`config.mk`:
```
export PLATFORM = sky130hd
export DESIGN_NAME = resp_misr_compactor_flat
export DESIGN_NICKNAME = d
export VERILOG_FILES = /design/src/rtl/resp_misr_compactor_if.sv /design/src/rtl/resp_misr_compactor.sv /design/src/flat_wrapper.sv
export SDC_FILE = /design/constraint.sdc
export NUM_CORES = 1
export LEC_CHECK = 0
export CAP_MARGIN = 20
export CORE_ASPECT_RATIO = 0.8
export CORE_MARGIN = 2
export CORE_UTILIZATION = 50
export DETAILED_ROUTE_END_ITERATION = 8
export PLACE_DENSITY = 0.79
export SKIP_LAST_GASP = 1
export SLEW_MARGIN = 20
export SYNTH_ARGS = -nofsm -noshare
export SYNTH_HDL_FRONTEND = slang
export SYNTH_SLANG_ARGS = --single-unit
```
`constraint.sdc`:
```
create_clock -name clk -period 3.2 [get_ports clk]
set_input_delay 0.32 -clock clk [delete_from_list [all_inputs] [get_ports clk]]
set_output_delay 0.32 -clock clk [all_outputs]
set_load 0.1 [all_outputs]
```
`src/rtl/resp_misr_compactor_if.sv`:
```
// Response bus and status handshake between the netlist harness
// and the MISR compactor.
interface resp_misr_compactor_if #(
  parameter int WIDTH = 7,
  parameter int SIG_W = 16,
  parameter int CNT_W = 8
);
  logic             start;
  logic [CNT_W-1:0] num_patterns;
  logic [SIG_W-1:0] golden;
  logic             resp_valid;
  logic [WIDTH-1:0] resp;
  logic             busy;
  logic             done;
  logic             pass;
  logic [SIG_W-1:0] signature;
  logic [CNT_W-1:0] pat_count;

  modport master (
    output start, num_patterns, golden,
    output resp_valid, resp,
    input  busy, done, pass,
    input  signature, pat_count
  );

  modport slave (
    input  start, num_patterns, golden,
    input  resp_valid, resp,
    output busy, done, pass,
    output signature, pat_count
  );
endinterface

```
`src/rtl/resp_misr_compactor.sv`:
```
// Galois MISR compactor for netlist responses with
// golden-signature compare and start/busy/done status.
module resp_misr_compactor #(
  parameter int             WIDTH = 7,
  parameter int             SIG_W = 16,
  parameter logic [SIG_W-1:0] POLY = 16'h1021,
  parameter logic [SIG_W-1:0] SEED = 16'hFFFF,
  parameter int             CNT_W = 8
) (
  input  logic clk,
  input  logic rst_n,
  resp_misr_compactor_if.slave s
);

  typedef enum logic [1:0] {
    S_IDLE,
    S_RUN,
    S_DONE
  } state_t;

  state_t           r_state;
  logic [SIG_W-1:0] r_sig;
  logic [SIG_W-1:0] r_golden;
  logic [CNT_W-1:0] r_n;
  logic [CNT_W-1:0] r_cnt;
  logic             r_busy;
  logic             r_done;
  logic             r_pass;

  logic [SIG_W-1:0] w_resp_ext;
  logic [SIG_W-1:0] w_fb;
  logic [SIG_W-1:0] w_next;
  logic             w_last;

  always_comb begin
    w_resp_ext = '0;
    w_resp_ext[WIDTH-1:0] = s.resp;
    w_fb = r_sig[SIG_W-1] ? POLY : '0;
    w_next = {r_sig[SIG_W-2:0], 1'b0}
           ^ w_fb ^ w_resp_ext;
    w_last = (r_cnt == r_n - CNT_W'(1));
  end

  always_ff @(posedge clk or negedge rst_n) begin
    if (!rst_n) begin
      r_state  <= S_IDLE;
      r_sig    <= '0;
      r_golden <= '0;
      r_n      <= '0;
      r_cnt    <= '0;
      r_busy   <= 1'b0;
      r_done   <= 1'b0;
      r_pass   <= 1'b0;
    end else begin
      unique case (r_state)
        S_IDLE, S_DONE: begin
          if (s.start) begin
            r_n      <= s.num_patterns;
            r_golden <= s.golden;
            r_sig    <= SEED;
            r_cnt    <= '0;
            // an empty run completes on the same edge
            if (s.num_patterns == '0) begin
              r_state <= S_DONE;
              r_busy  <= 1'b0;
              r_done  <= 1'b1;
              r_pass  <= (SEED == s.golden);
            end else begin
              r_state <= S_RUN;
              r_busy  <= 1'b1;
              r_done  <= 1'b0;
              r_pass  <= 1'b0;
            end
          end
        end
        S_RUN: begin
          if (s.resp_valid) begin
            r_sig <= w_next;
            r_cnt <= r_cnt + CNT_W'(1);
            if (w_last) begin
              r_state <= S_DONE;
              r_busy  <= 1'b0;
              r_done  <= 1'b1;
              r_pass  <= (w_next == r_golden);
            end
          end
        end
        default: r_state <= S_IDLE;
      endcase
    end
  end

  assign s.busy      = r_busy;
  assign s.done      = r_done;
  assign s.pass      = r_pass;
  assign s.signature = r_sig;
  assign s.pat_count = r_cnt;

endmodule

```
`src/flat_wrapper.sv`:
```
// flat-port wrapper written by rule: the top's interface ports become plain ports
module resp_misr_compactor_flat 
#(
  parameter int             WIDTH = 7,
  parameter int             SIG_W = 16,
  parameter logic [SIG_W-1:0] POLY = 16'h1021,
  parameter logic [SIG_W-1:0] SEED = 16'hFFFF,
  parameter int             CNT_W = 8
)
  (clk, rst_n, s_start, s_num_patterns, s_golden, s_resp_valid, s_resp, s_busy, s_done, s_pass, s_signature, s_pat_count);
  resp_misr_compactor_if #(.WIDTH(WIDTH), .SIG_W(SIG_W), .CNT_W(CNT_W)) s_i ();
  input  logic clk;
  input  logic rst_n;
  input wire logic [$bits(s_i.start)-1:0] s_start;
  input wire logic [$bits(s_i.num_patterns)-1:0] s_num_patterns;
  input wire logic [$bits(s_i.golden)-1:0] s_golden;
  input wire logic [$bits(s_i.resp_valid)-1:0] s_resp_valid;
  input wire logic [$bits(s_i.resp)-1:0] s_resp;
  output wire logic [$bits(s_i.busy)-1:0] s_busy;
  output wire logic [$bits(s_i.done)-1:0] s_done;
  output wire logic [$bits(s_i.pass)-1:0] s_pass;
  output wire logic [$bits(s_i.signature)-1:0] s_signature;
  output wire logic [$bits(s_i.pat_count)-1:0] s_pat_count;
  assign s_i.start = s_start;
  assign s_i.num_patterns = s_num_patterns;
  assign s_i.golden = s_golden;
  assign s_i.resp_valid = s_resp_valid;
  assign s_i.resp = s_resp;
  assign s_busy = s_i.busy;
  assign s_done = s_i.done;
  assign s_pass = s_i.pass;
  assign s_signature = s_i.signature;
  assign s_pat_count = s_i.pat_count;
  resp_misr_compactor #(.WIDTH(WIDTH), .SIG_W(SIG_W), .POLY(POLY), .SEED(SEED), .CNT_W(CNT_W)) u_core (.clk(clk), .rst_n(rst_n), .s(s_i));
endmodule
```
# ---- Word level (Yosys, flattened, before mapping)
# Cells that the tools add are included.
dict set report totals {
  latch_bits 0
  ram_bits 0
  word_cells 55
  inputBits 35
  output_inout_bits 27
  register_bits 53
  n_memories 0
  mem_bits_ro 0
}
dict set report classes {
  div 0
  magnitude_cmp 0
  eq_ne 8
  multipliers 0
  n_bitwise 2
  n_reduce_logical 8
  n_mux 27
  n_addsub 2
  n_shift 0
}
# operator n
set ops {}
lappend ops {{16-bit two-way mux} 2}
lappend ops {{16-bit case mux with 2 select lines} 1}
lappend ops {{16-bit equality test} 1}
lappend ops {{16-bit equality test (first input constant)} 1}
lappend ops {{8-bit two-way mux} 2}
lappend ops {{8-bit case mux with 2 select lines} 1}
lappend ops {{16-bit bitwise XOR} 1}
lappend ops {{16-bit by 7-bit bitwise XOR with 16-bit output} 1}
lappend ops {{13-bit two-way mux} 1}
lappend ops {{1-bit two-way mux} 12}
lappend ops {{8-bit by 1-bit adder with 8-bit output (second input constant)} 1}
lappend ops {{8-bit equality test} 1}
lappend ops {{8-bit logical NOT} 1}
lappend ops {{2-bit two-way mux} 4}
lappend ops {{8-bit by 1-bit subtractor with 8-bit output (second input constant)} 1}
lappend ops {{1-bit case mux with 2 select lines} 3}
lappend ops {{3-bit AND reduction} 2}
lappend ops {{2-bit inequality test (second input constant)} 2}
lappend ops {{2-bit case mux with 2 select lines} 1}
lappend ops {{4-bit AND reduction} 1}
lappend ops {{2-bit by 1-bit equality test with 1-bit output (second input constant)} 1}
lappend ops {{2-bit equality test (second input constant)} 1}
lappend ops {{2-bit logical NOT} 1}
lappend ops {{2-bit by 1-bit inequality test with 1-bit output (second input constant)} 1}
lappend ops {{3 further kinds} 3}

# ---- Depth between registers and ports, before layout
dict set report logic_depth {
  word_depth 7
  depth_mapped 8
  ltp_nobuf 8
}

# ---- Least setup slack after synthesis
# OpenSTA, ideal clock, no wires.
dict set report synth_timing {
  kind {register to register}
  start {reg u_core.r_cnt[7] (netlist: u_core.s.pat_count[7])}
  end {reg u_core.r_pass (netlist: u_core.s.pass)}
  arrival_ps 2245
  required_ps 3072
  path_stages_with_launch 7
  slack_ps 826
  cell_sequence {dfrtp_1 > xnor2_1 > and4b_1 > o211ai_1 > nand3_1 > a31oi_1 > mux2_1}
}
dict set report synth_between {
  elab_chain_len 3
}
# element line
set synth_lines {}
lappend synth_lines {{start, declared} resp_misr_compactor.sv:25} ;# logic [CNT_W-1:0] r_cnt;
lappend synth_lines {{start signal, assigned} resp_misr_compactor.sv:79} ;# r_cnt <= r_cnt + CNT_W'(1);
lappend synth_lines {{8-bit equality test} resp_misr_compactor.sv:41} ;# w_last = (r_cnt == r_n - CNT_W'(1));
lappend synth_lines {{2-bit by 1-bit inequality test with 1-bit output (no source line)} --}
lappend synth_lines {{4-bit AND reduction (no source line)} --}
lappend synth_lines {{end signal, assigned} resp_misr_compactor.sv:67} ;# r_pass <= (SEED == s.golden);
lappend synth_lines {{end signal, assigned} resp_misr_compactor.sv:84} ;# r_pass <= (w_next == r_golden);
lappend synth_lines {{end, declared} resp_misr_compactor.sv:28} ;# logic r_pass;
# No other way between the ends.
# A chain may end at the register's enable or synchronous reset.

# ---- Worst setup path after layout
dict set report layout_timing {
  start {reg u_core.r_cnt[0] (netlist: u_core.s.pat_count[0])}
  end {out s_pat_count[0]}
}
# element line
set layout_lines {}
lappend layout_lines {{end, declared} flat_wrapper.sv:23} ;# output wire logic [$bits(s_i.pat_count)-1:0] s_pat_count;
# No word-level cell between the ends.

==> flow_metrics.tcl <==
set metrics [dict create \
    use_met1 0.360 \
    status "complete, no violations" \
    fin_area_um2 3510 \
    grt_pass1_vias 2302 \
    place.gp.congestion 0.861 \
    synth_top_area_frac 0.485 \
    dr.pass1.iters 4 \
    overflow 0 \
    yosys.cell_count.top_type "nand2_1" \
    seq_power_share 0.317 \
    cp_max_fo 6 \
    htree_levels 2 \
    fin_skew_ns 0.00682 \
    n_antenna_cell 0 \
    worst_slack_ns 0.882 \
    drc 0 \
    drtIter0Drc 177 \
    power.switching_mw 2.20 \
    arrival_ns 2.00 \
    tns_ns 0 \
    drt_wl_total_mm 6.56 \
    rsz0062_at_grt "no" \
    instances_no_fill 435 \
    path_cells "clkdlybuf4s50_1" \
    hpwl_mm 4.91 \
    rows 24 \
    syn-num-nets 346 \
    vias 2326 \
    period_share 0.724 \
    fp.dieW_um 86.7 \
    die_y_um 70.1 \
    swShare 0.538 \
    port_buffers 61 \
    grt_max_degree 34 \
    hold_class "input pin to async pin" \
    setup_viol 0 \
    intPower_mw 1.89 \
    p_total_mw 4.08 \
    clk_path_buf_depth 2 \
    antenna_found_initial 0 \
    cts_root_buf "clkbuf_8" \
    clk_latency_ns 0.30 \
    clkPwrFrac 0.098 \
    ys_seq_area_frac 0.485 \
    met3_usage 0.0532 \
    drv_slew 0 \
    dp_cells 427 \
    wl_per_cell_um 15.1 \
    synthFlopType "dfrtp_1" \
    initial_core_util 0.508 \
    floorplan.die_area_um2 6080 \
    start_kind "flop" \
    critical_path_buf_inv_count 1 \
    core_um2 5380 \
    grt_busiest_layer "met1" \
    detail_route.vias_per_cell 5.35 \
    synthTopCellsByCount "nand2_1, dfrtp_1, nor2_1" \
    grt_pass1_wl_mm 11.2 \
    placed_area_um2 3410 \
    ys_ff_latch 53 \
    pin_count 62 \
    area_growth_pct 28.4 \
    postCtsHoldBufs 0 \
    path_delay_family "buffers and inverters" \
    max-cap-violations 0 \
    synth-edff-count 0 \
    power_frac_comb 0.585 \
    endpoint_kind "primary output" \
    tritoncts "yes" \
    grt.met2_usage 0.344 \
    yosys_warnings 0 \
    clk_pin_slew_ns 0.09 \
    drive_gt1_frac 0.0514 \
    period_minus_slack_ns 2.32 \
    crit_slowest_cell "clkdlybuf4s50_1" \
    place_worst_setup_slack_ns 0.948 \
    leakagePower_nw 1.53 \
    cts_setup_buffers 0 \
    fmax_mhz 431 \
    peakVddDrop_mv 0.511 \
    post-synth-top-area-cell "dfrtp_1" \
    ys_types 39 \
    grt.total_usage 0.236 \
    power.density_nw_per_um2 1160 \
    finalHoldViolations 0 \
    postSynthCellCount 309 \
    maxSlewHeadroom 0.339 \
    cpPeakStageDelay_ns 1.20 \
    nets 406 \
    critPathKind "flop to primary output" \
    avgSynthCellArea_um2 8.84 \
    tightestPinTransition_ns 0.988 \
    post_cts_resized 0 \
    ys_top_cells_by_area "dfrtp_1, nand2_1, xor2_1, xnor2_1, nor2_1" \
    async_flop_share 1.00 \
    ant_nets 0 \
    critPathRequiredTime_ns 2.88 \
    numCtsBuffers 5 \
    cts_num_sinks 53 \
    netlist_area_um2 2730 \
]
## kinds of logic (layout without fill, tap and decap cells)
family / Yosys count / count (layout) / share of synthesized area
multiplexers: 2 / 2 / 0.00778
XOR/XNOR: 42 / 42 / 0.137
buffers and inverters: 18 / 79 / 0.0252
AO/OA/AOI/OAI: 30 / 30 / 0.0655
AND/OR/NAND/NOR: 162 / 162 / 0.270
adder cells (fa/ha/maj): 2 / 2 / 0.00916
flip-flops: 53 / 53 / 0.485
## power by group through the flow
stage | clock network, mW | registers, mW | logic [mW]
after floorplan | 0 | 2.13 | 0.953
after global placement | 0 | 1.29 | 2.35
after detailed placement | 0 | 1.30 | 2.39
after CTS | 0.412 | 1.29 | 2.40
after global routing | 0.436 | 1.34 | 2.57
final | 0.400 | 1.29 | 2.39
## metal layers
| metal | share of wire | up-vias |
|---|---|---|
| met2 | 0.44 | 67 |
| met1 | 0.50 | 1114 |
| met5 | 0 | - |
| li1 | - | 1141 |
| met3 | 0.057 | 4 |
| met4 | 0.0046 | 0 |
## layout by cell type (no fill, tap or decap), drive strengths merged, types with 2 or more instances in the layout
cell type,netlist,routed
clkbuf,11,7
nand3,6,6
nand3b,2,2
nand4,9,9
a31oi,4,4
o21ai,6,6
nand2,79,79
a21oi,12,12
nor2,42,42
xnor2,20,20
nand2b,2,2
xor2,22,22
clkdlybuf4s50,0,59
dfrtp,53,53
buf,2,7
o211ai,3,3
ha,2,2
nor2b,2,2
or4,2,2
inv,5,5
nor3,5,5
nor4,6,6
## metrics by stage
stage / hold WS, ns / util
floorplan: 0.0244 / -
global placement: 0.415 / 0.634
detailed placement: 0.408 / 0.634
CTS: 0.0801 / 0.653
global route: 0.127 / 0.653
finish: 0.0618 / 0.653
## state kept, by name, indices dropped and copies added (netlist names)
register and count:
u_core.s.busy 1, u_core.s.signature 16, u_core.s.pass 1, u_core.s.pat_count 8, u_core.r_n 8, u_core.s.done 1, u_core.r_state 2, u_core.r_golden 16
## path summary, 6_finish.rpt
check	start	to	slack, ns	cells after the start
max in group asynchronous	rst_n	u_core.r_state[0]$_DFFE_PN0P_	2.38	2
worst min-delay path	rst_n	u_core.r_golden[5]$_DFFE_PN0P_	0.06	1
worst max register to register	u_core.r_n[0]$_DFFE_PN0P_	u_core.s.pass$_DFFE_PN0P_	1.08	8
worst max-delay path	u_core.s.pat_count[0]$_DFFE_PN0P_	s_pat_count[0]	0.88	1
worst min register to register	u_core.r_golden[12]$_DFFE_PN0P_	u_core.r_golden[12]$_DFFE_PN0P_	0.50	2
min in group clk	u_core.r_golden[12]$_DFFE_PN0P_	u_core.r_golden[12]$_DFFE_PN0P_	0.50	2
## cell type report
type                    count  area, µm²
well taps                  65       81.3
fillers                   459       1870
clock inverters             1       5.00
multi-input cells         238       1340
clock buffers               7       96.3
inverters                   5       18.8
flip-flops and latches     53       1330
repair buffers             66        641
(Power assumes the default switching activity.)
